### src/rtl/cpu_ram_loader_if.sv
// Bus bundle between the boot loader, the program ROM and the CPU initialisation inputs.
// The master modport is the loader side; the slave modport is the ROM/CPU/host side.
interface cpu_ram_loader_if #(
    parameter int DATA_W = 8,
    parameter int ADDR_W = 8
);
    logic              start;
    logic [ADDR_W-1:0] rom_addr;
    logic [DATA_W-1:0] rom_data;
    logic              loading_ram;
    logic              set_mar_init;
    logic [ADDR_W-1:0] addr_init;
    logic              set_ram_init;
    logic [DATA_W-1:0] instr_from_rom;
    logic              cpu_reset;
    logic              busy;
    logic              done;
    logic [ADDR_W:0]   load_count;

    modport master (
        input  start, rom_data,
        output rom_addr, loading_ram, set_mar_init, addr_init, set_ram_init,
               instr_from_rom, cpu_reset, busy, done, load_count
    );

    modport slave (
        output start, rom_data,
        input  rom_addr, loading_ram, set_mar_init, addr_init, set_ram_init,
               instr_from_rom, cpu_reset, busy, done, load_count
    );
endinterface

### src/rtl/cpu_ram_loader.sv
// Self-timed boot sequencer: copies LOAD_LEN ROM words into CPU RAM via MAR/RAM set pulses,
// holding the CPU in reset until the whole image has been written.
module cpu_ram_loader #(
    parameter int                DATA_W    = 8,
    parameter int                ADDR_W    = 8,
    parameter int                LOAD_LEN  = 256,
    parameter logic [ADDR_W-1:0] BASE_ADDR = '0,
    parameter int                ROM_LAT   = 1,
    parameter int                PULSE_W   = 2
) (
    input  logic             in_clk,
    input  logic             reset,
    cpu_ram_loader_if.master bus
);
    typedef enum logic [2:0] {
        S_IDLE, S_ADDR, S_GAP1, S_FETCH, S_DATA, S_GAP2, S_DONE
    } state_t;

    localparam int CNT_MAX = (PULSE_W > ROM_LAT) ? PULSE_W : ROM_LAT;
    localparam int CNT_W   = (CNT_MAX > 1) ? $clog2(CNT_MAX) : 1;
    localparam logic [CNT_W-1:0] PULSE_LAST = CNT_W'(PULSE_W - 1);
    localparam logic [CNT_W-1:0] LAT_LAST   = CNT_W'(ROM_LAT - 1);
    localparam logic [ADDR_W:0]  LAST_IDX   = (ADDR_W+1)'(LOAD_LEN - 1);

    state_t            state_q, state_d;
    logic [CNT_W-1:0]  cnt_q, cnt_d;
    logic [ADDR_W-1:0] rom_addr_q, rom_addr_d;
    logic [ADDR_W-1:0] addr_init_q, addr_init_d;
    logic [DATA_W-1:0] instr_q, instr_d;
    logic [ADDR_W:0]   load_count_q, load_count_d;
    logic              loading_q, loading_d;
    logic              set_mar_q, set_mar_d;
    logic              set_ram_q, set_ram_d;
    logic              done_q, done_d;
    logic              cpu_reset_q, cpu_reset_d;

    logic accept;
    logic last_word;

    // rom_addr doubles as the word index i.
    assign accept    = (state_q == S_IDLE) && bus.start;
    assign last_word = ({1'b0, rom_addr_q} == LAST_IDX);

    always_ff @(posedge in_clk or posedge reset) begin
        if (reset) begin
            state_q      <= S_IDLE;
            cnt_q        <= '0;
            rom_addr_q   <= '0;
            addr_init_q  <= BASE_ADDR;
            instr_q      <= '0;
            load_count_q <= '0;
            loading_q    <= 1'b0;
            set_mar_q    <= 1'b0;
            set_ram_q    <= 1'b0;
            done_q       <= 1'b0;
            cpu_reset_q  <= 1'b1;
        end else begin
            state_q      <= state_d;
            cnt_q        <= cnt_d;
            rom_addr_q   <= rom_addr_d;
            addr_init_q  <= addr_init_d;
            instr_q      <= instr_d;
            load_count_q <= load_count_d;
            loading_q    <= loading_d;
            set_mar_q    <= set_mar_d;
            set_ram_q    <= set_ram_d;
            done_q       <= done_d;
            cpu_reset_q  <= cpu_reset_d;
        end
    end

    always_comb begin
        state_d = state_q;
        unique case (state_q)
            S_IDLE:  if (bus.start) state_d = S_ADDR;
            S_ADDR:  if (cnt_q == PULSE_LAST) state_d = S_GAP1;
            S_GAP1:  state_d = S_FETCH;
            S_FETCH: if (cnt_q == LAT_LAST) state_d = S_DATA;
            S_DATA:  if (cnt_q == PULSE_LAST) state_d = S_GAP2;
            S_GAP2:  state_d = last_word ? S_DONE : S_ADDR;
            S_DONE:  state_d = S_IDLE;
            default: state_d = S_IDLE;
        endcase
        // Dwell counter restarts on every state change.
        if ((state_d != state_q) || (state_q == S_IDLE)) begin
            cnt_d = '0;
        end else begin
            cnt_d = cnt_q + 1'b1;
        end
    end

    always_comb begin
        rom_addr_d   = rom_addr_q;
        addr_init_d  = addr_init_q;
        instr_d      = instr_q;
        load_count_d = load_count_q;
        done_d       = done_q;
        cpu_reset_d  = cpu_reset_q;
        if (accept) begin
            rom_addr_d   = '0;
            addr_init_d  = BASE_ADDR;
            load_count_d = '0;
            done_d       = 1'b0;
            cpu_reset_d  = 1'b1;
        end else begin
            if (state_q == S_GAP2) begin
                load_count_d = load_count_q + 1'b1;
                if (!last_word) begin
                    rom_addr_d  = rom_addr_q + 1'b1;
                    addr_init_d = addr_init_q + 1'b1;
                end
            end
            if ((state_q == S_FETCH) && (cnt_q == LAT_LAST)) instr_d = bus.rom_data;
            if (state_q == S_DONE) done_d = 1'b1;
            // CPU is released the cycle after done first shows.
            if (done_q) cpu_reset_d = 1'b0;
        end
        // Pulses are decoded from the next state so they are registered, glitch-free outputs.
        loading_d = (state_d != S_IDLE) && (state_d != S_DONE);
        set_mar_d = (state_d == S_ADDR);
        set_ram_d = (state_d == S_DATA);
    end

    assign bus.rom_addr       = rom_addr_q;
    assign bus.addr_init      = addr_init_q;
    assign bus.instr_from_rom = instr_q;
    assign bus.load_count     = load_count_q;
    assign bus.loading_ram    = loading_q;
    assign bus.busy           = loading_q;
    assign bus.set_mar_init   = set_mar_q;
    assign bus.set_ram_init   = set_ram_q;
    assign bus.done           = done_q;
    assign bus.cpu_reset      = cpu_reset_q;
endmodule

### src/flat_wrapper.sv
// flat-port wrapper written by rule: the top's interface ports become plain ports
module cpu_ram_loader_flat 
#(
    parameter int                DATA_W    = 8,
    parameter int                ADDR_W    = 8,
    parameter int                LOAD_LEN  = 256,
    parameter logic [ADDR_W-1:0] BASE_ADDR = '0,
    parameter int                ROM_LAT   = 1,
    parameter int                PULSE_W   = 2
)
  (in_clk, reset, bus_start, bus_rom_data, bus_rom_addr, bus_loading_ram, bus_set_mar_init, bus_addr_init, bus_set_ram_init, bus_instr_from_rom, bus_cpu_reset, bus_busy, bus_done, bus_load_count);
  cpu_ram_loader_if #(.DATA_W(DATA_W), .ADDR_W(ADDR_W)) bus_i ();
  input  logic in_clk;
  input  logic reset;
  input wire logic [$bits(bus_i.start)-1:0] bus_start;
  input wire logic [$bits(bus_i.rom_data)-1:0] bus_rom_data;
  output wire logic [$bits(bus_i.rom_addr)-1:0] bus_rom_addr;
  output wire logic [$bits(bus_i.loading_ram)-1:0] bus_loading_ram;
  output wire logic [$bits(bus_i.set_mar_init)-1:0] bus_set_mar_init;
  output wire logic [$bits(bus_i.addr_init)-1:0] bus_addr_init;
  output wire logic [$bits(bus_i.set_ram_init)-1:0] bus_set_ram_init;
  output wire logic [$bits(bus_i.instr_from_rom)-1:0] bus_instr_from_rom;
  output wire logic [$bits(bus_i.cpu_reset)-1:0] bus_cpu_reset;
  output wire logic [$bits(bus_i.busy)-1:0] bus_busy;
  output wire logic [$bits(bus_i.done)-1:0] bus_done;
  output wire logic [$bits(bus_i.load_count)-1:0] bus_load_count;
  assign bus_i.start = bus_start;
  assign bus_i.rom_data = bus_rom_data;
  assign bus_rom_addr = bus_i.rom_addr;
  assign bus_loading_ram = bus_i.loading_ram;
  assign bus_set_mar_init = bus_i.set_mar_init;
  assign bus_addr_init = bus_i.addr_init;
  assign bus_set_ram_init = bus_i.set_ram_init;
  assign bus_instr_from_rom = bus_i.instr_from_rom;
  assign bus_cpu_reset = bus_i.cpu_reset;
  assign bus_busy = bus_i.busy;
  assign bus_done = bus_i.done;
  assign bus_load_count = bus_i.load_count;
  cpu_ram_loader #(.DATA_W(DATA_W), .ADDR_W(ADDR_W), .LOAD_LEN(LOAD_LEN), .BASE_ADDR(BASE_ADDR), .ROM_LAT(ROM_LAT), .PULSE_W(PULSE_W)) u_core (.in_clk(in_clk), .reset(reset), .bus(bus_i));
endmodule
### config.mk
export PLATFORM = sky130hd
export DESIGN_NAME = cpu_ram_loader_flat
export DESIGN_NICKNAME = d
export VERILOG_FILES = /design/src/rtl/cpu_ram_loader_if.sv /design/src/rtl/cpu_ram_loader.sv /design/src/flat_wrapper.sv
export SDC_FILE = /design/constraint.sdc
export NUM_CORES = 1
export LEC_CHECK = 0
export ABC_AREA = 1
export BUFFER_PORTS_ARGS = -buffer_cell sky130_fd_sc_hd__buf_4
export CORE_UTILIZATION = 30
export CTS_CLUSTER_DIAMETER = 100
export DETAILED_ROUTE_END_ITERATION = 12
export PLACE_DENSITY = 0.49
export SLEW_MARGIN = 0
export SYNTH_ARGS = -nofsm -noshare
export SYNTH_HDL_FRONTEND = slang
export SYNTH_SLANG_ARGS = --single-unit
### constraint.sdc
create_clock -name in_clk -period 2 [get_ports in_clk]
set_input_delay 0.4 -clock in_clk [delete_from_list [all_inputs] [get_ports in_clk]]
set_output_delay 0.4 -clock in_clk [all_outputs]
set_load 0.005 [all_outputs]
=== Word level (Yosys, flattened, before mapping) ===
Cells that the tools add are included.

* Register bits after elaboration: 42
* Input bits: 11
* Output and inout port bits: 39
* Word-level logic and storage cells: 59

* Add/subtract/negate cells: 4
* Equality and inequality tests: 12
* Mux-type cells: 19
* Bitwise logic cells: 2
* Reduce and logical (&&, ||, !) cells: 11

{| class="wikitable"
|+ Operators with widths
! kind !! number
|-
| $mux W8 || 6
|-
| $mux W9 || 2
|-
| $pmux W3 S6 || 1
|-
| $add A8 B1 Y8 const B || 2
|-
| $mux W3 || 5
|-
| $eq A3 B3 Y1 const B || 4
|-
| $add A9 B1 Y9 const B || 1
|-
| $eq A8 B8 Y1 const B || 1
|-
| $eq A3 B1 Y1 const B || 2
|-
| $eq A3 B2 Y1 const B || 2
|-
| $reduce_bool A2 Y1 || 3
|-
| $mux W1 || 5
|-
| $reduce_and A2 Y1 || 2
|-
| $logic_and A1 B1 Y1 || 3
|-
| $logic_not A3 Y1 || 1
|-
| $ne A3 B3 Y1 || 1
|-
| $ne A3 B3 Y1 const B || 1
|-
| $reduce_bool A3 Y1 || 1
|-
| $ne A2 B1 Y1 const B || 1
|-
| $not A1 Y1 || 2
|-
| $add A1 B1 Y1 const B || 1
|-
| $logic_or A1 B1 Y1 || 1
|}

=== Longest topological paths before layout ===
Gate-level depths: netlist (run 1).

* Depth after elaboration: 6
* Mapped depth: 9

=== Worst setup path before layout (run 1) ===
OpenSTA, ideal clock, no wires.

* Path kind: reg-to-reg
* From: register u_core.rom_addr_q[1] (netlist: u_core.bus.rom_addr[1])
* To: register u_core.rom_addr_q[2] (netlist: u_core.bus.rom_addr[2])
* Setup time: 0.095 ns
* Arrival: 1.300 ns
* Data required time: 1.905 ns
* Setup slack: 0.605 ns
* Stages on the path, launching flop included: 9
* Path buffers: 1
* Clock period less this slack: 1.395 ns
* Cell sequence: dfrtp_1 > ha_1 > inv_1 > nor2_4 > nand2_2 > a21oi_4 > buf_6 > nand2_1 > o31ai_1

* Longest elaborated chain between the ends: 4
* Elaborated cells on any way between the ends: 7
* Classes of those cells: 1 x add/sub; 2 x eq/ne; 3 x mux; 1 x reduce/logical

{| class="wikitable"
|+ Ends and longest elaborated chain
! element !! line !! source
|-
| from (decl) || cpu_ram_loader.sv:27 || <nowiki>logic [ADDR_W-1:0] rom_addr_q, rom_addr_d;</nowiki>
|-
| from (signal assigned) || cpu_ram_loader.sv:60 || <nowiki>rom_addr_q <= rom_addr_d;</nowiki>
|-
| $add A8 B1 Y8 || cpu_ram_loader.sv:109 || <nowiki>rom_addr_d = rom_addr_q + 1'b1;</nowiki>
|-
| $mux W8 || cpu_ram_loader.sv:108 || <nowiki>if (!last_word) begin</nowiki>
|-
| $mux W8 || cpu_ram_loader.sv:106 || <nowiki>if (state_q == S_GAP2) begin</nowiki>
|-
| $mux W8 || cpu_ram_loader.sv:99 || <nowiki>if (accept) begin</nowiki>
|}

Parallel ways exist; a longest one is shown, timed or not. The select of a mux whose other input is x is not followed.
A chain may end at the register's enable or synchronous reset.

=== Worst setup path in the final report (run 1) ===
* From: register u_core.rom_addr_q[1] (netlist: u_core.bus.rom_addr[1])
* To: register u_core.loading_q (netlist: u_core.bus.busy)

* Longest elaborated chain between the ends: 5
* Elaborated cells on any way between the ends: 6
* Classes of those cells: 2 x eq/ne; 2 x mux; 2 x reduce/logical

{| class="wikitable"
|+ Ends and longest elaborated chain
! element !! line !! source
|-
| $eq A8 B8 Y1 * || cpu_ram_loader.sv:42 || <nowiki>assign last_word = ({1'b0, rom_addr_q} == LAST_IDX);</nowiki>
|-
| $mux W3 * || cpu_ram_loader.sv:80 || <nowiki>S_GAP2: state_d = last_word ? S_DONE : S_ADDR;</nowiki>
|-
| $pmux W3 S6 * || cpu_ram_loader.sv:74 || <nowiki>unique case (state_q)</nowiki>
|-
| named net u_core.state_d[0] || cpu_ram_loader.sv:25 || <nowiki>state_t state_q, state_d;</nowiki>
|-
| $ne A3 B3 Y1 or $reduce_bool A3 Y1 (tied branches) || cpu_ram_loader.sv:119 || <nowiki>loading_d = (state_d != S_IDLE) && (state_d != S_DONE);</nowiki>
|-
| $logic_and A1 B1 Y1 * || cpu_ram_loader.sv:119 ||
|-
| named net u_core.loading_d || cpu_ram_loader.sv:31 || <nowiki>logic loading_q, loading_d;</nowiki>
|-
| to (signal assigned) || cpu_ram_loader.sv:64 || <nowiki>loading_q <= loading_d;</nowiki>
|-
| to (decl) || cpu_ram_loader.sv:31 ||
|}

Mark *: on every way through the listed nets, which the timed path passes. The rest lies on a longest branch.

==> results of run 1 <==
## how the worst max path moves through the flow
stage | start | endpoint | slack, ns | cells after the start
global placement | u_core.bus.rom_addr[1] | u_core.cnt_q | 0.33 | 9
global route | u_core.bus.rom_addr[1] | u_core.cnt_q | 0.08 | 9
finish | u_core.bus.rom_addr[1] | u_core.bus.busy | 0.26 | 8
detailed placement | u_core.bus.rom_addr[1] | u_core.cnt_q | 0.26 | 9
CTS | u_core.bus.rom_addr[1] | u_core.bus.busy | 0.25 | 8
floorplan | u_core.bus.rom_addr[1] | u_core.bus.rom_addr[2] | 0.60 | 8
## logic make-up (layout without fill, tap and decap cells)
group / count (synthesis) / in the layout
AND/OR/NAND/NOR: 156 / 156
adder cells (fa/ha/maj): 3 / 3
AO/OA/AOI/OAI: 20 / 20
XOR/XNOR: 9 / 9
buffers and inverters: 31 / 87
flip-flops: 42 / 42
## per-stage QoR
step | setup WS [ns] | power, mW | instance area [sq um]
final | 0.259 | 1.57 | 2740
after detailed placement | 0.259 | 0.934 | 2630
after CTS | 0.251 | 1.59 | 2740
after floorplan | 0.605 | 0.897 | 2150
after global routing | 0.0779 | 1.64 | 2740
after global placement | 0.332 | 0.934 | 2630
## layout by cell type (no fill, tap or decap), types with 2 or more instances in the layout
master    netlist  layout
nor2_4          3       3
inv_2           2       2
nand3_1        17      17
ha_1            3       3
buf_4           1      51
o21ai_1         2       2
nor2_1         22      22
o21ai_0         6       6
a21oi_1         5       5
nor2_2          2       2
nand2_1        85      85
xor2_1          6       6
xnor2_1         3       3
a21oi_4         2       2
inv_1          24      24
clkbuf_8        0       8
o31ai_1         2       2
nor3_1          6       6
nand4_1         9       9
nand2_2         8       8
dfrtp_1        41      41
## worst register-to-register path, stage by stage (launching register included)
cell     delay, ns
dfrtp_1       0.40
ha_1          0.21
inv_1         0.09
nor2_4        0.20
nand2_2       0.10
a21oi_4       0.33
nand2_2       0.13
inv_1         0.09
nand3_1       0.07
## power by group through the flow
stage / Sequential (mW) / Clock [mW] / Combinational, mW
floorplan: 0.878 / 0 / 0.0189
global placement: 0.878 / 0 / 0.0556
detailed placement: 0.878 / 0 / 0.0562
CTS: 0.862 / 0.671 / 0.0556
global route: 0.863 / 0.714 / 0.0614
finish: 0.862 / 0.652 / 0.0533
## cell type report
class                      instances  area, sq um  area share (%)
clock buffer                       8          110            4.02
inverter                          28          108            3.93
multi-input combinational        188          967            35.3
sequential                        42         1050            38.4
tap                               96          120            4.38
timing repair buffer              51          383            14.0
## per-layer routing
layer | wire length (microns) | share of wire [%] | up-vias
li1 | - | - | 950
met1 | 2390 | 50 | 875
met2 | 2110 | 44 | 48
met3 | 258 | 5.4 | 5
met4 | 39 | 0.81 | 0
met5 | 0 | 0 | -
## sequential cells by signal, summed over array words and instances, names as in the netlist
register	count
u_core.bus.addr_init	8
u_core.bus.busy	1
u_core.bus.cpu_reset	1
u_core.bus.done	1
u_core.bus.instr_from_rom	8
u_core.bus.load_count	9
u_core.bus.rom_addr	8
u_core.bus.set_mar_init	1
u_core.bus.set_ram_init	1
u_core.cnt_q	1
u_core.state_q	3
==> summary.md, run 1 <==
| Metric | Value |
|---|---|
| Detailed-route DRC error count | `0` |
| I/O Pins | `50` |
| DIE HEIGHT | `86.7 microns` |
| CTS tree | `yes` |
| Gr usage total | `about 14%` |
| H-tree levels | `2` |
| Power Density | `between 500 and 600 mW/mm^2` |
| Filler Cell Count | `725` |
| Count leader, synth | `nand2_1` |
| CTS buffer count | `5` |
| Final hold vios | `0` |
| Max-slew violation count | `0` |
| Setup CP Type | `register to register` |
| Leak | `1.37 nW` |
| Worst slew margin | `between 60% and 70%` |
| Post-Syn Area | `0.00215 sq mm` |
| Layout cells sized above 1 | `about 26%` |
| Clk pwr share | `41.6%` |
| CP peak stage delay | `0.40 ns` |
| Synthesized net count | `275` |
| CP endpoint kind | `register` |
| Post-synth EDFFs | `0` |
| Busiest grt layer | `met2` |
| Drt pass-1 iters | `4` |
| First-pass GRT wire length | `a little over 8 mm` |
| Full die area | `0.00751 sq mm` |
| Slowest cell on the critical path | `dfrtp_1` |
| Post-CTS Resized | `0` |
| Combinational power share | `about 3.4%` |
| Rows | `30` |
| Sequential power share | `between 50% and 60%` |
| Arrival @ worst endpoint | `approximately 1.9 ns` |
| Status | `complete, no violations` |
| Largest net degree at the start of global routing | `43` |
| Worst Reg2Reg Path Length in Cells | `8` |
| Inst Count DP | `405` |
| Share of the synthesized area in the top cell type | `a little under half` |
| Final setup fails | `0` |
| Post-route ant nets | `0` |
| Critical-path cell list | `ha_1, inv_1, nor2_4, nand2_2, a21oi_4, nand2_2, inv_1, nand3_1` |
| Synthesis-to-layout area growth | `27.4%` |
| WL/cell | `11.6 microns` |
| Max FO, Critical Path | `12` |
| Dpl hpwl | `3.43 mm` |
| Tcrit/Tclk final | `87.0%` |
| Reg2Reg Setup Slack | `0.26 ns` |
| Die X | `86.7 microns` |
| # clock sinks | `42` |
| Initial antenna violation count | `0` |
| MaxCap Viol Count | `0` |
| Met2 global-route usage | `21.2%` |
| Core Util, Final | `roughly two fifths` |
| #FFs+latches synth | `42` |
| NumNets Final | `330` |
| Total negative slack | `0 ns` |
| Adder-Cell Fraction of Synth Area | `1.75%` |
| Switching share of power | `21.3%` |
| Leading area contributor after synthesis | `dfrtp_1` |
| P_int | `approximately 1.2 mW` |
| Sequential area share after synthesis | `48.9%` |
| Post-synth top flop | `dfrtp_1` |
| GR Layer Usage met1 | `19.8%` |
| Buffers on Ports | `slightly below 50` |
| Async SR Flop Fraction | `between 90% and 100%` |
| Clock latency on the worst-skew pair | `0.29 ns` |
| CP startpoint kind | `register` |
| Post-synthesis cell count | `between 200 and 300` |
| Most instantiated cells after synthesis | `nand2_1 (85), dfrtp_1 (41), inv_1 (24)` |
| Worst Path Buf+Inv | `2` |
| Largest family of logic cells by synthesized area | `simple AND/OR/NAND/NOR gates` |
| Non-Filler Instances | `413` |
| Yosys warnings | `0` |
| Top cells by area, synth | `dfrtp_1 (48%), nand2_1 (15%), inv_1 (4.2%)` |
| NetSw | `334 uW` |
| R2R Path End | `u_core.bus.busy` |
| Worst ir drop on vdd | `279 uV` |
| Antenna cell count | `0` |
| Synth cell types | `32` |
| Data required, critical path | `approximately 2.2 ns` |
| CP delay by family, top | `simple AND/OR/NAND/NOR gates` |
| Post-layout min period | `1.74 ns` |
| Mux share of post-synthesis cell area | `0%` |
| Gr ovfl total | `0` |
| Maximum clock rate | `~570 MHz` |
| Vias in the first global route | `1710` |
| Skew final | `about 0.011 ns` |
| Compound-gate portion of the synthesized area | `6.40%` |
| Post-Syn Area per Cell | `approximately 8 sq um` |
| CTS Root Cell | `clkbuf_8` |
| Clock transition at the registers of the reported paths | `0.09 ns` |
| DRT Wirelength | `4.80 mm` |
| Simple-gate portion of the synthesized area | `33.2%` |
| RR Startpoint | `u_core.bus.rom_addr[1]` |
| RSZ-0062 raised after global routing | `false` |
| Vias per Instance | `4.55` |
| Number of setup buffers added after CTS | `0` |
| Core Region | `0.00687 sq mm` |
| Hold WC Path Type | `input port to asynchronous set/reset pin` |
| Worst hold margin | `0.240 ns` |
| Least-Margin Pin Slew | `roughly 0.56 ns` |
| Violation count after the first detailed-routing iteration | `just under 90` |
| Routability Congestion | `0.807` |
| Clock tree buffer depth | `2` |
| Met3 Use GR | `3.43%` |
| Initial Util | `between 30% and 40%` |
| XOR/XNOR share of the synthesized area | `3.66%` |
| Hold Buf Count CTS | `0` |
| Vias | `1878` |
No activity file was read; power rests on OpenSTA's default activity.
==> inputs of run 2 (changes only) <==
- RECOVER_POWER: not set -> 25
==> run 2 against run 1 <==
- largest power group unchanged
- register-to-register slack about the same
- clock power is essentially flat
- count of clock-buffer cells in the layout did not move
- critical endpoint unchanged
==> summary.md, run 2 (same netlist as run 1, synthesis figures left out) <==
| Metric | Value |
|---|---|
| Commonest non-fill, non-tap cells in the layout | `nand2_1 (85), buf_4 (49), dfrtp_1 (41)` |
| Dpl hpwl | `3.43 mm (unchanged)` |
| Worst Path Buf+Inv | `2 (unchanged)` |
| Vias per Instance | `4.55 (+0.11%)` |
| Filler Cell Count | `726 (+0.14%)` |
| CP startpoint kind | `register` |
| Initial Util | `31.3% (unchanged)` |
| Slowest cell on the critical path | `dfrtp_1` |
| CTS Root Cell | `clkbuf_8` |
| First-pass GRT wire length | `8.12 mm (unchanged)` |
| Setup WS pre-CTS | `0.259 ns (unchanged)` |
| Hold Buf Count CTS | `0 (unchanged)` |
| Detailed-route DRC error count | `0 (unchanged)` |
| Worst Reg2Reg Path Length in Cells | `8 (unchanged)` |
| WL/cell | `11.6 microns (about the same)` |
| Number of setup buffers added after CTS | `0 (unchanged)` |
| Sequential power share | `55.0% (about the same)` |
| Initial antenna violation count | `0 (unchanged)` |
| Worst ir drop on vdd | `279 uV (about the same)` |
| Hold WC Path Type | `input port to register` |
| Worst setup margin | `0.259 ns (unchanged)` |
| Drt pass-1 iters | `4 (unchanged)` |
| Data required, critical path | `2.17 ns (about the same)` |
| Critical-path cell list | `ha_1, inv_1, nor2_4, nand2_2, a21oi_4, nand2_2, inv_1, nand3_1` |
| Arrival @ worst endpoint | `1.91 ns (about the same)` |
| R2R Path End | `u_core.bus.busy` |
| Rows | `30 (unchanged)` |
| Core Util, Final | `39.9% (about the same)` |
| HP Start | `bus_rom_data[2]` |
| CP endpoint kind | `register` |
| Leak | `1.37 nW (about the same)` |
| Full die area | `0.00751 sq mm (unchanged)` |
| Antenna cell count | `0 (unchanged)` |
| CP delay by family, top | `simple AND/OR/NAND/NOR gates` |
| CTS buffer count | `5 (unchanged)` |
| Vias | `1880 (+0.11%)` |
| Routability Congestion | `0.807 (unchanged)` |
| Status | `complete, no violations` |
| DRT Wirelength | `4.80 mm (about the same)` |
| I/O Pins | `50 (unchanged)` |
| Max-slew violation count | `0 (unchanged)` |
| Total negative slack | `0 ns (unchanged)` |
| Commonest non-fill, non-tap cell in the layout | `nand2_1` |
| Skew final | `0.0112 ns (-0.0000314 ns)` |
| P_int | `1.23 mW (about the same)` |
| Core Region | `0.00687 sq mm (unchanged)` |
| Non-Filler Instances | `413 (unchanged)` |
| Largest register FFs | `9 (unchanged)` |
| Worst hold stages | `3` |
| Final hold vios | `0 (unchanged)` |
| Worst slew margin | `28.5% (-35 points)` |
| Max FO, Critical Path | `12 (unchanged)` |
| CP peak stage delay | `0.40 ns (about the same)` |
| Clock latency on the worst-skew pair | `0.29 ns (about the same)` |
| Post-CTS Resized | `0 (unchanged)` |
| Post-layout min period | `1.74 ns (unchanged)` |
| CTS tree | `yes` |
| Placed Area | `0.00263 sq mm (unchanged)` |
| RSZ-0062 raised after global routing | `false` |
| Least-Margin Pin Slew | `1.07 ns (+0.518 ns)` |
| NumNets Final | `330 (unchanged)` |
| Vias in the first global route | `1710 (unchanged)` |
| H-tree levels | `2 (unchanged)` |
| DIE HEIGHT | `86.7 microns (unchanged)` |
| Post-route ant nets | `0 (unchanged)` |
| Tcrit/Tclk final | `87.0% (unchanged)` |
| Buffers on Ports | `49 (unchanged)` |
| Largest net degree at the start of global routing | `43 (unchanged)` |
| Combinational power share | `3.3% (about the same)` |
| Clock tree buffer depth | `2 (unchanged)` |
| Layout cells sized above 1 | `25.9% (unchanged)` |
| Gr ovfl total | `0 (unchanged)` |
| # clock sinks | `42 (unchanged)` |
| Setup CP Type | `register to register` |
| MaxCap Viol Count | `0 (unchanged)` |
| Final setup fails | `0 (unchanged)` |
| Power Density | `572 mW/mm^2 (about the same)` |
| Switching share of power | `21.3% (about the same)` |
| Inst Count DP | `405 (unchanged)` |
| Maximum clock rate | `574 MHz (unchanged)` |
| NetSw | `334 uW (about the same)` |
| Clk pwr share | `41.6% (about the same)` |
| Reg2Reg Setup Slack | `0.26 ns (about the same)` |
| Die X | `86.7 microns (unchanged)` |
| Clock transition at the registers of the reported paths | `0.09 ns (about the same)` |
| Hold path endpoint | `u_core.bus.instr_from_rom[2]` |
| Violation count after the first detailed-routing iteration | `87 (unchanged)` |
| Synthesis-to-layout area growth | `27.3% (about the same)` |
| Gr usage total | `14.0% (unchanged)` |
| Post-route cell area | `0.00274 sq mm (about the same)` |
| RR Startpoint | `u_core.bus.rom_addr[1]` |
[run 2: cell count changes in the layout (fill, tap and decap cells not counted)]
cell and delta:
clkbuf_4 +1, buf_4 -2, clkbuf_2 +1
[run 2: metrics by stage]
stage,power [mW],hold WS (ns)
final,1.57,0.301
after global routing,1.64,0.291
after CTS,1.59,0.262
after detailed placement,0.934,0.466
after global placement,0.934,0.463
after floorplan,0.897,0.472
[run 2: worst max-delay path by stage]
stage	from	to	slack, ns	cells past startpoint
final	u_core.bus.rom_addr[1]	u_core.bus.busy	0.26	8
after global routing	u_core.bus.rom_addr[1]	u_core.cnt_q	0.08	9
after CTS	u_core.bus.rom_addr[1]	u_core.bus.busy	0.25	8
after detailed placement	u_core.bus.rom_addr[1]	u_core.cnt_q	0.26	9
after global placement	u_core.bus.rom_addr[1]	u_core.cnt_q	0.33	9
after floorplan	u_core.bus.rom_addr[1]	u_core.bus.rom_addr[2]	0.60	8
[run 2: final cells by class]
| type | instances | area [sq um] | share of cell area, % |
|---|---|---|---|
| inverters | 28 | 108 | 3.93 |
| multi-input cells | 188 | 967 | 35.3 |
| well taps | 96 | 120 | 4.39 |
| repair buffers | 51 | 380 | 13.9 |
| clock buffers | 8 | 110 | 4.02 |
| flip-flops and latches | 42 | 1050 | 38.4 |
[run 2: routing by layer]
layer	GRT usage, %	wire length [microns]	vias up
met2	21.2	2110	48
met3	3.43	259	5
met1	19.8	2390	877
met5	0	0	-
met4	4.09	39	0
li1	-	-	950
[run 2: worst reg2reg max path, delay by kind of cell (launching register included)]
family                   cells  cell delay, ns
AO/OA/AOI/OAI                1            0.33
adder cells (fa/ha/maj)      1            0.21
buffers and inverters        2            0.18
flip-flops                   1            0.40
AND/OR/NAND/NOR              4            0.50
[run 2: power by group through the flow]
stage                     Sequential [mW]  Clock [mW]  Combinational [mW]
final                               0.862       0.652              0.0525
after global routing                0.863       0.714              0.0606
after CTS                           0.862       0.671              0.0556
after detailed placement            0.878           0              0.0562
after global placement              0.878           0              0.0556
after floorplan                     0.878           0              0.0189
==> inputs of run 3 (changes only) <==
- ABC_AREA: 1 -> not set
==> run 3 against run 2 <==
- final cell count fell by 23%
- via count fell by 16%
- combinational power rose to 19 times the previous value
- wire length fell by 9.3%
- maximum frequency rose by 0.76%
- non-clock buffer count rose by 6
- synthesized area fell by 7.2%
- die area fell by 7.0%
- sequential share of layout area rose by 2.5 points
- sequential power rose by 51%
- total power rose by 91%
- final area fell by 6.2%
- critical path type unchanged
- critical endpoint is now u_core.bus.addr_init[6]
- largest cell class unchanged
- highest routed layer unchanged
==> summary.md, run 3 <==
| Metric | Value |
|---|---|
| Yosys warnings | `0 (unchanged)` |
| CP startpoint kind | `register` |
| Status | `complete, no violations` |
| Dpl hpwl | `3.02 mm (-12%)` |
| Drt pass-1 iters | `4 (unchanged)` |
| Data required, critical path | `2.23 ns (+0.06 ns)` |
| Antenna cell count | `0 (unchanged)` |
| Max FO, Critical Path | `8 (-4)` |
| Top cells by area, synth | `dfrtp_1 (51%), mux2_2 (4.5%), xor2_1 (3.9%)` |
| Gr ovfl total | `0 (unchanged)` |
| Leak | `1.22 nW (-11%)` |
| Sequential area share after synthesis | `52.7% (+3.8 points)` |
| Commonest non-fill, non-tap cell in the layout | `buf_4` |
| Post-synth top flop | `dfrtp_1` |
| Arrival @ worst endpoint | `1.95 ns (+0.04 ns)` |
| I/O Pins | `50 (unchanged)` |
| Maximum clock rate | `579 MHz (+0.76%)` |
| Largest net degree at the start of global routing | `43 (unchanged)` |
| Inst Count DP | `311 (-23%)` |
| Rows | `29 (-3.3%)` |
| Slowest cell on the critical path | `o21ai_1` |
| Total negative slack | `0 ns (unchanged)` |
| Critical-path cell list | `ha_1, nand3_1, o21ai_1, o21ai_0, a21oi_1` |
| # clock sinks | `42 (unchanged)` |
| Share of the synthesized area in the top cell type | `51.4% (+3.7 points)` |
| Buffers on Ports | `49 (unchanged)` |
| CTS tree | `yes` |
| DRT Wirelength | `4.36 mm (-9.3%)` |
| First-pass GRT wire length | `7.32 mm (-9.9%)` |
| CTS Root Cell | `clkbuf_8` |
| Max-slew violation count | `0 (unchanged)` |
| Non-Filler Instances | `319 (-23%)` |
| RSZ-0062 raised after global routing | `false` |
| Setup CP Type | `register to register` |
| Count leader, synth | `dfrtp_1` |
| Detailed-route DRC error count | `0 (unchanged)` |
| #FFs+latches synth | `42 (unchanged)` |
| Post-CTS Resized | `0 (unchanged)` |
| Final hold vios | `0 (unchanged)` |
| Gr usage total | `13.4% (-0.59 points)` |
| Vias | `1577 (-16%)` |
| Clock latency on the worst-skew pair | `0.30 ns (about the same)` |
| Post-Syn Area | `0.00200 sq mm (-7.2%)` |
| Initial Util | `31.2% (-0.061 points)` |
| Synthesized net count | `199 (-28%)` |
| Most instantiated cells after synthesis | `dfrtp_1 (41), nand2_1 (20), nor2_1 (18)` |
| Power Density | `1160 mW/mm^2 (+100%)` |
| Number of setup buffers added after CTS | `0 (unchanged)` |
| Hold Buf Count CTS | `0 (unchanged)` |
| Hold WC Path Type | `input port to register` |
| Commonest non-fill, non-tap cells in the layout | `buf_4 (55), dfrtp_1 (41), nand2_1 (20)` |
| Post-layout min period | `1.73 ns (-0.0131 ns)` |
| Routability Congestion | `0.737 (-8.7%)` |
| Vias per Instance | `4.94 (+8.6%)` |
| Initial antenna violation count | `0 (unchanged)` |
| Violation count after the first detailed-routing iteration | `81 (-6.9%)` |
| Post-Syn Area per Cell | `10.8 sq um (+31%)` |
| Synth cell types | `36 (+13%)` |
| Core Region | `0.00639 sq mm (-7.0%)` |
| Full die area | `0.00698 sq mm (-7.0%)` |
| Post-route ant nets | `0 (unchanged)` |
| H-tree levels | `2 (unchanged)` |
| Skew final | `0.00613 ns (-0.00507 ns)` |
| Worst ir drop on vdd | `515 uV (+85%)` |
| Die X | `83.6 microns (-3.6%)` |
| Tcrit/Tclk final | `86.4% (-0.66 points)` |
| CP endpoint kind | `register` |
| WL/cell | `13.7 microns (+17%)` |
| Vias in the first global route | `1521 (-11%)` |
| Leading area contributor after synthesis | `dfrtp_1` |
| Layout cells sized above 1 | `32.6% (+6.8 points)` |
| Worst slew margin | `29.6% (+1.1 points)` |
| CP peak stage delay | `0.50 ns (+0.10 ns)` |
| Post-synth EDFFs | `0 (unchanged)` |
| Final setup fails | `0 (unchanged)` |
| Least-Margin Pin Slew | `1.06 ns (-0.0170 ns)` |
| Synthesis-to-layout area growth | `28.7%` |
| NumNets Final | `255 (-23%)` |
| Async SR Flop Fraction | `100% (unchanged)` |
| Clock tree buffer depth | `2 (unchanged)` |
| DIE HEIGHT | `83.6 microns (-3.6%)` |
| Largest register FFs | `9 (unchanged)` |
| CTS buffer count | `5 (unchanged)` |
| Reg2Reg Setup Slack | `0.27 ns (about the same)` |
| MaxCap Viol Count | `0 (unchanged)` |
| Post-synthesis cell count | `185 (-29%)` |
| Clock transition at the registers of the reported paths | `0.08 ns (about the same)` |
run 3: cell types whose count changed after synthesis, sizes merged, moves of 6 or more:
cell / change
nor2: -9
nand3: -13
or3: +6
inv: -23
nand2: -73
mux2: +8
run 3: final timing paths:
path | start | to | cells after the start
max | u_core.bus.rom_addr[0] | u_core.bus.addr_init[6] | 5
min | bus_rom_data[4] | u_core.bus.instr_from_rom[4] | 2
max reg2reg | u_core.bus.rom_addr[0] | u_core.bus.addr_init[6] | 5
min reg2reg | u_core.bus.cpu_reset | u_core.bus.cpu_reset | 2
max in group asynchronous | reset | u_core.bus.load_count[8] | 3
min in group asynchronous | reset | u_core.bus.rom_addr[6] | 3
run 3: cell type report:
cell class	count	area [sq um]
fillers	627	3820
flip-flops and latches	42	1050
multi-input cells	131	871
repair buffers	57	425
well taps	77	96.3
clock buffers	5	68.8
clock inverters	3	40.0
inverters	4	15.0
run 3: per-layer routing:
| metal | part of all wire, % | vias up | track usage [%] |
|---|---|---|---|
| met1 | 47 | 770 | 17.3 |
| met2 | 47 | 35 | 21.1 |
| met5 | 0 | - | 0 |
| met4 | 1.7 | 0 | 6.47 |
| li1 | - | 768 | - |
| met3 | 4.0 | 4 | 3.26 |
run 3: logic make-up (layout without fill, tap and decap cells):
family                   count (synthesis)  in the layout  synth area share (%)
XOR/XNOR                                15             15                  6.58
flip-flops                              42             42                  52.7
multiplexers                            10             10                  5.52
buffers and inverters                   12             69                  3.64
AO/OA/AOI/OAI                           29             29                  10.0
adder cells (fa/ha/maj)                  3              3                  1.88
AND/OR/NAND/NOR                         74             74                  19.6
run 3: per-stage QoR:
| step | worst slack (ns) | hold slack, ns | power [mW] | util, % | cell area, sq um |
|---|---|---|---|---|---|
| global route | 0.0661 | 0.311 | 3.21 | 40.2 | 2570 |
| finish | 0.272 | 0.328 | 2.99 | 40.2 | 2570 |
| detailed placement | 0.311 | 0.471 | 2.35 | 38.6 | 2460 |
| CTS | 0.286 | 0.252 | 3.03 | 40.3 | 2570 |
| global placement | 0.349 | 0.458 | 2.34 | 38.6 | 2460 |
| floorplan | 0.451 | 0.458 | 1.91 | - | 2000 |
run 3: critical path, delay by kind of cell (launching register included):
kind / cells / cell delay (ns)
AOI/OAI and AO/OA: 3 / 0.82
and+or+nand+nor: 1 / 0.22
adders and majority gates: 1 / 0.21
DFF: 1 / 0.41
run 3: power breakdown:
| part | internal (mW) | switching, mW |
|---|---|---|
| combinational | 0.553 | 0.460 |
| clock | 0.368 | 0.304 |
| sequential | 1.08 | 0.226 |
